<file path="src/rtl/evdev_uart_tx.sv">
// evdev_uart_tx: buffers 32-bit key events in a FIFO and sends each one as four
// 8N1 UART bytes, most significant byte first.
// Ports:
//   clk_100mhz - system clock
//   nrst       - asynchronous active-low reset
//   data       - event word, sampled when done=1
//   done       - one-cycle write strobe
//   uart_tx    - serial line, idle high
//   busy       - serializer not idle
//   level      - FIFO occupancy 0..DEPTH
//   overflow   - sticky flag, set when an event is dropped
module evdev_uart_tx #(
    parameter int CLK_HZ = 100_000_000,
    parameter int BAUD   = 115200,
    parameter int DEPTH  = 16
) (
    input  logic                     clk_100mhz,
    input  logic                     nrst,
    input  logic [31:0]              data,
    input  logic                     done,
    output logic                     uart_tx,
    output logic                     busy,
    output logic [$clog2(DEPTH):0]   level,
    output logic                     overflow
);
    localparam int DIV = CLK_HZ / BAUD;
    localparam int AW  = $clog2(DEPTH);
    localparam int CW  = (DIV > 1) ? $clog2(DIV) : 1;
    localparam logic [AW:0] FULL = (AW+1)'(DEPTH);
    typedef enum logic [2:0] {IDLE, LOAD, START, DATA, STOP} state_t;
    state_t          state_q, state_d;
    logic [CW-1:0]   cnt_q, cnt_d;
    logic [2:0]      bit_q, bit_d;
    logic [1:0]      idx_q, idx_d;
    logic [31:0]     sh_q, sh_d;
    logic [7:0]      byte_q, byte_d;
    logic            tx_q, tx_d, busy_q, busy_d, ovf_q, ovf_d;
    logic [AW:0]     wptr_q, wptr_d, rptr_q, rptr_d, level_q, level_d;
    logic [31:0]     mem_q [DEPTH];
    logic            push, pop, bit_end;

    // Full is judged on the registered level, so a drop never depends on a concurrent pop.
    assign push    = done && (level_q != FULL);
    assign bit_end = cnt_q == CW'(DIV - 1);

    always_ff @(posedge clk_100mhz or negedge nrst) begin
        if (!nrst) begin
            state_q <= IDLE;
            cnt_q   <= '0;
            bit_q   <= '0;
            idx_q   <= '0;
            sh_q    <= '0;
            byte_q  <= '0;
            tx_q    <= 1'b1;
            busy_q  <= 1'b0;
            ovf_q   <= 1'b0;
            wptr_q  <= '0;
            rptr_q  <= '0;
            level_q <= '0;
        end else begin
            state_q <= state_d;
            cnt_q   <= cnt_d;
            bit_q   <= bit_d;
            idx_q   <= idx_d;
            sh_q    <= sh_d;
            byte_q  <= byte_d;
            tx_q    <= tx_d;
            busy_q  <= busy_d;
            ovf_q   <= ovf_d;
            wptr_q  <= wptr_d;
            rptr_q  <= rptr_d;
            level_q <= level_d;
        end
    end

    always_ff @(posedge clk_100mhz) begin
        if (push) mem_q[wptr_q[AW-1:0]] <= data;
    end

    always_comb begin
        state_d = state_q;
        bit_d   = bit_q;
        idx_d   = idx_q;
        sh_d    = sh_q;
        byte_d  = byte_q;
        pop     = 1'b0;
        cnt_d   = (state_q == START || state_q == DATA || state_q == STOP) ?
                  (bit_end ? '0 : cnt_q + CW'(1)) : '0;
        case (state_q)
            IDLE:  if (level_q != '0) begin
                       pop     = 1'b1;
                       state_d = LOAD;
                   end
            LOAD:  begin
                       byte_d  = sh_q[{idx_q, 3'b000} +: 8];
                       state_d = START;
                   end
            START: if (bit_end) begin
                       state_d = DATA;
                       bit_d   = '0;
                   end
            DATA:  if (bit_end) begin
                       bit_d = bit_q + 3'd1;
                       if (bit_q == 3'd7) state_d = STOP;
                   end
            STOP:  if (bit_end) begin
                       if (idx_q != 2'd0) begin
                           idx_d   = idx_q - 2'd1;
                           state_d = LOAD;
                       end else if (level_q != '0) begin
                           // chain straight into the next event with no idle bit
                           pop     = 1'b1;
                           state_d = LOAD;
                       end else begin
                           state_d = IDLE;
                       end
                   end
            default: state_d = IDLE;
        endcase
        if (pop) begin
            sh_d  = mem_q[rptr_q[AW-1:0]];
            idx_d = 2'd3;
        end
        wptr_d  = wptr_q + {{AW{1'b0}}, push};
        rptr_d  = rptr_q + {{AW{1'b0}}, pop};
        level_d = wptr_d - rptr_d;
        ovf_d   = ovf_q | (done & ~push);
    end

    // Line level follows the state being entered so uart_tx stays a pure flop output.
    always_comb begin
        tx_d   = (state_d == START) ? 1'b0 : (state_d == DATA) ? byte_d[bit_d] : 1'b1;
        busy_d = state_d != IDLE;
    end

    assign uart_tx  = tx_q;
    assign busy     = busy_q;
    assign level    = level_q;
    assign overflow = ovf_q;
endmodule
</file>
<file path="config.mk">
export PLATFORM = sky130hd
export DESIGN_NAME = evdev_uart_tx
export DESIGN_NICKNAME = d
export VERILOG_FILES = /design/src/rtl/evdev_uart_tx.sv
export SDC_FILE = /design/constraint.sdc
export NUM_CORES = 1
export LEC_CHECK = 0
export CORE_AREA = 3 3 202 204
export CTS_CLUSTER_DIAMETER = 50
export DETAILED_ROUTE_END_ITERATION = 16
export DIE_AREA = 0 0 205 207
export MAX_ROUTING_LAYER = met4
export PLACE_DENSITY = 0.77
export SETUP_SLACK_MARGIN = 0.2
export SYNTH_ARGS = -nofsm -noshare
export SYNTH_HDL_FRONTEND = slang
export SYNTH_SLANG_ARGS = --single-unit
</file>
<file path="constraint.sdc">
create_clock -name clk_100mhz -period 4.15 [get_ports clk_100mhz]
set_clock_uncertainty 0.05 [all_clocks]
set_input_delay 0.83 -clock clk_100mhz [delete_from_list [all_inputs] [get_ports clk_100mhz]]
set_output_delay 0.83 -clock clk_100mhz [all_outputs]
set_load 0.02 [all_outputs]
</file>
==> results of run 1 <==
## where the power goes
group | switching [mW] | leakage (nW) | internal [mW] | total (mW)
combinational | 0.783 | 2.51 | 0.424 | 1.21
clock | 2.07 | 0.827 | 2.67 | 4.74
sequential | 0.179 | 5.51 | 7.02 | 7.20
total | 3.03 | 8.85 | 10.1 | 13.2
## per-stage QoR
stage / hold slack, ns / worst slack, ns
finish: 0.322 / 0.796
global route: 0.391 / 0.573
CTS: 0.353 / 0.788
detailed placement: 0.408 / 0.813
global placement: 0.404 / 0.894
floorplan: 0.405 / 0.323
## registers in the layout, indices dropped and copies added (netlist names), 2 cells and up
register	flops
bit_q	3
level	5
byte_q	8
state_q	3
idx_q	2
cnt_q	10
wptr_q	5
sh_q	32
mem_q	512
rptr_q	5
## cell usage after synthesis (all sizes together) (2+ instances only)
master,count
edfxtp,512
mux4,168
dfrtp,75
mux2,41
nor2,33
clkbuf,25
buf,21
ha,13
nand2,13
xnor2,13
inv,12
nand3,11
o21ai,7
xor2,6
nand2b,5
nor3,4
a21bo,3
a21oi,3
a31oi,3
and2,3
mux2i,3
or3,3
a211oi,2
a21boi,2
a21o,2
and3,2
nand4,2
nor3b,2
o211ai,2
## kinds of logic after synthesis
logic type / Yosys count
AND/OR/NAND/NOR: 84
buffers and inverters: 58
XOR/XNOR: 19
flip-flops: 588
adder cells (fa/ha/maj): 14
AO/OA/AOI/OAI: 32
multiplexers: 212
## how the worst max path moves through the flow
stage / slack [ns] / cells after the start / startpoint / end
global placement: 0.89 / 10 / done / level[4]
CTS: 0.79 / 12 / cnt_q[0] / uart_tx
global route: 0.57 / 12 / cnt_q[0] / uart_tx
finish: 0.80 / 12 / cnt_q[0] / uart_tx
detailed placement: 0.81 / 12 / cnt_q[0] / uart_tx
floorplan: 0.32 / 4 / done / mem_q[3][0]
## critical path: cells and delay by family, from the launching register on
| family | cells | cell delay, ns |
|---|---|---|
| buffers and inverters | 1 | 0.11 |
| AOI/OAI and AO/OA | 4 | 0.91 |
| and+or+nand+nor | 4 | 0.97 |
| muxes | 1 | 0.36 |
| DFF | 1 | 0.39 |
| adders and majority gates | 2 | 0.48 |
## layer usage
metal | part of all wire | track usage | vias up
li1 | - | - | 4472
met1 | 0.40 | 0.328 | 5633
met4 | 0.029 | 0.0754 | 0
met2 | 0.50 | 0.362 | 436
met5 | 0 | - | -
met3 | 0.073 | 0.0492 | 91
## area by class of cell
type,instances,area share
Sequential cell,588,0.658
Multi-Input combinational cell,361,0.222
Clock buffer,79,0.0594
Timing Repair Buffer,79,0.0279
Tap cell,525,0.0250
Clock inverter,22,0.00557
Inverter,12,0.00172
Antenna cell,1,0.0000953
==> summary.md, run 1 <==
## Clocking
• quantity of hold-fixing buffers added after cts: 0
• TritonCTS clock tree: done
• maximum level of the CTS H-tree: 2
• maximum number of buffers from clock root to sink: 3
• cell at the root of the clock tree: clkbuf_16
• TritonCTS Sinks: 588
• latest clock arrival within the worst-skew pair: 0.60 ns
• clock input transition at the sequential cells of the worst setup and hold paths: 0.06 ns
• total clock buffers created by CTS: 58
• Post-CTS Resized: 0
• post-CTS setup-driven buffer insertion count: 0

## Synthesis
• synthesized netlist cell count: 1007
• ys flop type: edfxtp_1
• number of flops mapped to enable cells by yosys: 512
• area fraction of the dominant cell type after synthesis: 0.654
• mux share of post-synthesis cell area: 0.199
• Synth warnings: 0
• post-synthesis share of cell area spent on and, or, nand and nor gates: 0.0182
• compound-gate portion of the synthesized area: 0.0102
• largest family of logic cells by synthesized area: multiplexers
• area of the mapped netlist: 23500 sq um
• arithmetic-cell share of the synthesized area counting full adders, half adders and majority gates: 0.00777
• sequential cell area fraction in the yosys report: 0.735
• Syn Nets: 1056
• share of flip-flops with an asynchronous set or reset after synthesis: 0.129
• library cell with the largest summed area after synthesis: edfxtp_1
• largest cells by area after synthesis: edfxtp_1 (65%), mux4_1 (8.7%), mux4_2 (8.6%)
• flip-flop and latch count after synthesis: 588
• xor and xnor area share after synthesis: 0.00707
• post-synthesis area per instance: 23.4 sq um
• number of distinct library cells after synthesis: 58

## Finish
• Sequential Area: 17300 sq um
• share of cells above drive strength 1: 0.239
• final instance count without filler cells: 1667
• Non-Filler Cell Area, Final: 26300 sq um
• most used cells in the layout excluding fill and tap cells: edfxtp_1 (512), mux4_2 (90), mux4_1 (78), dfrtp_1 (71), clkbuf_16 (58)
• leading cell type in the layout, fill and taps excluded: edfxtp_1
• Area Overhead vs Synth: 11.6%
• multi-input logic area: 5830 sq um
• NumNets Final: 1149
• share of the core filled with cells: 0.665
• count of fill cells added during filler insertion: 2462

## STA
• timing-limited maximum frequency: 298 MHz
• transition at the pin with the smallest max-transition slack: 0.966 ns
• count of final hold-check violations: 0
• portion of the clock cycle consumed by the worst path in the final layout: 0.808
• Finish-stage setup viols: 0
• final critical delay including setup and external delays: 3.35 ns
• worst-case headroom to the max-slew limit: 0.353
• total negative slack for setup checks: 0 ns
• setup repair after global routing missed its margin: false
• number of max-slew violations in the final report: 0

## Worst setup path
• R2R depth: 12
• category of the most critical setup path: reg -> reg
• series of cell instances along the critical path: ha_1 > nor3b_2 > and3_1 > inv_1 > ha_1 > and2_1 > o21a_2 > nor2_2 > mux2_1 > o311a_1 > a22o_1 > a21bo_1
• kind of end point of the critical path: flip-flop
• Req. time, crit path: 4.62 ns
• element type at the critical path start: flip-flop
• cell type with the highest occurrence count on the critical path: ha_1
• worst r2r dst: uart_tx
• slowest stage cell, crit path: dfrtp_1
• largest incremental delay on the critical path: 0.39 ns
• arrival time worst endpoint: 3.82 ns
• worst-path fanout max: 7
• flop2flop setup slack: 0.80 ns
• worst reg2reg path startpoint: cnt_q[0]

## Die
• number of rows in the core area: 73
• Initial Utilization: 0.596
• die footprint: 42400 sq um
• core footprint: 39500 sq um
• Die Height: 207 um
• I/O Pins: 43
• Die Width: 205 um

## Power
• Tot Pwr: 13.2 mW
• IR Drop Worst-Case VDD: 372 uV
• total power divided by cell area: 501 nW/um^2
• reported leakage power: 8.85 nW

## Detailed routing
• routed length per instance: 28.1 um
• drc violations: 0
• vias per cell: 6.38
• number of optimization iterations in the first detailed-route pass: 7
• Final ANT Viol Nets: 0
• wire length after detailed routing: 46.9 mm
• DRT iter0 DRCs: 883
• routed via count: 10632

## Min path
• Hold/Removal Path Class: in -> async

## Run
• max capacitance violation total: 0

## Place
• final weighted congestion in routability-driven placement: 0.766
• DP Area: 24500 sq um
• Detail Placement HPWL: 25.6 mm
• DP Cell Count: 1565
• IO Port Bufs: 42

## GRT
• gr ovfl total: 0
• maximum number of pins on one net before global-route repair: 77
• number of global-route vias before repair: 11022
• wire length of the first global-routing pass: 71.2 mm
• number of antenna violations at the first check in global routing: 1
• total global routing track utilization: 0.237

## Outcome
• outcome: finished clean

(Power assumes the default switching activity.)
==> run 2: changes to the inputs <==
==> constraint.sdc (replaced) <==
create_clock -name clk_100mhz -period 3.35 [get_ports clk_100mhz]
set_clock_uncertainty 0.05 [all_clocks]
set_input_delay 0.67 -clock clk_100mhz [delete_from_list [all_inputs] [get_ports clk_100mhz]]
set_output_delay 0.67 -clock clk_100mhz [all_outputs]
set_load 0.02 [all_outputs]
==> summary.md, run 2 (synthesis gave the netlist of run 1 again) <==
## Worst setup path
• R2R depth: 12
• largest incremental delay on the critical path: 0.40 ns
• slowest stage cell, crit path: dfrtp_1
• worst-path fanout max: 7
• kind of end point of the critical path: flip-flop
• cell family with the largest share of critical-path delay: compound AO/OA/AOI/OAI gates
• start point of the critical path: cnt_q[1]
• worst path buffer plus inverter count: 1
• Req. time, crit path: 3.83 ns
• worst r2r dst: uart_tx
• capture point of the critical path: uart_tx
• series of cell instances along the critical path: ha_4 > nor3b_4 > and3_4 > inv_2 > ha_1 > and2_1 > o21a_2 > nor2_2 > mux2_1 > o311a_1 > a22o_1 > a21bo_1
• flop2flop setup slack: 0.32 ns
• arrival time worst endpoint: 3.51 ns
• worst reg2reg path startpoint: cnt_q[1]
• Crit path depth: 12
• category of the most critical setup path: reg -> reg
• element type at the critical path start: flip-flop

## STA
• worst-case headroom to the max-slew limit: 0.361
• total negative slack for setup checks: 0 ns
• setup repair after global routing missed its margin: false
• number of max-slew violations in the final report: 0
• transition at the pin with the smallest max-transition slack: 0.955 ns
• final critical delay including setup and external delays: 3.03 ns
• timing-limited maximum frequency: 330 MHz
• Worst Hold Slack: 0.165 ns
• count of final hold-check violations: 0
• portion of the clock cycle consumed by the worst path in the final layout: 0.905
• Finish-stage setup viols: 0

## Detailed routing
• vias per cell: 6.24
• routed length per instance: 27.9 um
• DRT iter0 DRCs: 846
• number of optimization iterations in the first detailed-route pass: 4
• Final ANT Viol Nets: 0
• drc violations: 0
• routed via count: 10517
• wire length after detailed routing: 47.0 mm

## Die
• Die Width: 205 um
• I/O Pins: 43
• core footprint: 39500 sq um
• Die Height: 207 um
• number of rows in the core area: 73
• Initial Utilization: 0.596
• die footprint: 42400 sq um

## GRT
• peak-usage layer in the global routing report: met2
• fraction of met2 tracks used by global routing: 0.354
• number of antenna violations at the first check in global routing: 1
• maximum number of pins on one net before global-route repair: 77
• global-route track usage on met1: 0.329
• total global routing track utilization: 0.235
• number of global-route vias before repair: 10862
• met3 track demand over resource: 0.0574
• wire length of the first global-routing pass: 70.6 mm
• gr ovfl total: 0

## Finish
• Area Overhead vs Synth: 13.8%
• most used cells in the layout excluding fill and tap cells: edfxtp_1 (512), mux4_2 (90), mux4_1 (78), dfrtp_1 (70), clkbuf_16 (57)
• flip-flop count of the largest register, all copies and words added: 512
• share of cells above drive strength 1: 0.271
• NumNets Final: 1162
• count of fill cells added during filler insertion: 2427
• leading cell type in the layout, fill and taps excluded: edfxtp_1

## Min path
• Hold/Removal Path Class: in -> async

## Clocking
• quantity of hold-fixing buffers added after cts: 0
• maximum number of buffers from clock root to sink: 3
• maximum level of the CTS H-tree: 2
• TritonCTS Sinks: 588
• TritonCTS clock tree: done
• clock input transition at the sequential cells of the worst setup and hold paths: 0.06 ns
• cell at the root of the clock tree: clkbuf_16
• total clock buffers created by CTS: 56
• latest clock arrival within the worst-skew pair: 0.61 ns

## Outcome
• outcome: finished clean

## Place
• Detail Placement HPWL: 26.1 mm
• final weighted congestion in routability-driven placement: 0.842
• IO Port Bufs: 42

## Power
• sw frac: 0.228
• fraction of power consumed by combinational cells: 0.094
• sequential cell fraction of total power: 0.526
• total power divided by cell area: 633 nW/um^2
• Internal Dissipation: 13.1 mW
• Clk pwr share: 0.380
• IR Drop Worst-Case VDD: 479 uV
• Sw Pwr: 3.86 mW
• reported leakage power: 9.06 nW

## Run
• max capacitance violation total: 0

## run 2: cell types whose count changed in the layout (fill, tap and decap cells not counted), sizes merged
cell / previous run / this run
buf: 38 / 53
bufinv: 1 / 7
clkbuf: 79 / 73
clkinvlp: 1 / 4
diode: 1 / 2
inv: 14 / 13
## run 2: through the flow
stage	cell area [sq um]	util	power, mW	instances	setup slack (ns)
6_report	26800	0.678	17.0	1685	0.318
5_1_grt	26800	0.678	17.5	1684	0.204
4_1_cts	26700	0.677	17.1	1679	0.203
3_5_place_dp	24800	0.629	10.7	1576	0.165
3_3_place_gp	24800	0.629	10.6	1576	0.263
2_1_floorplan	23600	-	9.80	1007	0.215
## run 2: timing repair
| item | CTS | global route |
|---|---|---|
| gates resized for setup | 2 | 3 |
| pin swaps | 0 | 1 |
| buffers inserted | 0 | 4 |
| setup endpoints to repair | 1 | 1 |
## run 2: power groups by stage
stage	logic [mW]	registers [mW]	clock network, mW
floorplan	0.781	9.01	0
global placement	1.57	9.02	0
detailed placement	1.60	9.07	0
CTS	1.61	8.92	6.57
global route	1.70	8.97	6.84
finish	1.59	8.92	6.45
## run 2: final cells by class
type                       instances  area, sq um  share of cell area
antenna                            2         5.00            0.000187
clock buffer                      73         1570              0.0587
clock inverter                    30          334              0.0125
inverter                          12         45.0             0.00168
multi-input combinational        361         5900               0.220
sequential                       588        17300               0.646
tap                              525          657              0.0245
timing repair buffer              94          971              0.0363
## run 2: how the worst min path moves through the flow
stage,from,end,slack (ns),cells past startpoint
after floorplan,nrst,bit_q[0],0.32,0
after global placement,overflow,overflow,0.40,1
after detailed placement,overflow,overflow,0.43,1
after CTS,nrst,busy,0.18,1
after global routing,nrst,busy,0.22,1
final,nrst,busy,0.16,1
## run 2: per-layer routing
layer | part of all wire | vias to the layer above
li1 | - | 4496
met3 | 0.078 | 92
met5 | 0 | -
met1 | 0.41 | 5530
met4 | 0.026 | 0
met2 | 0.49 | 399
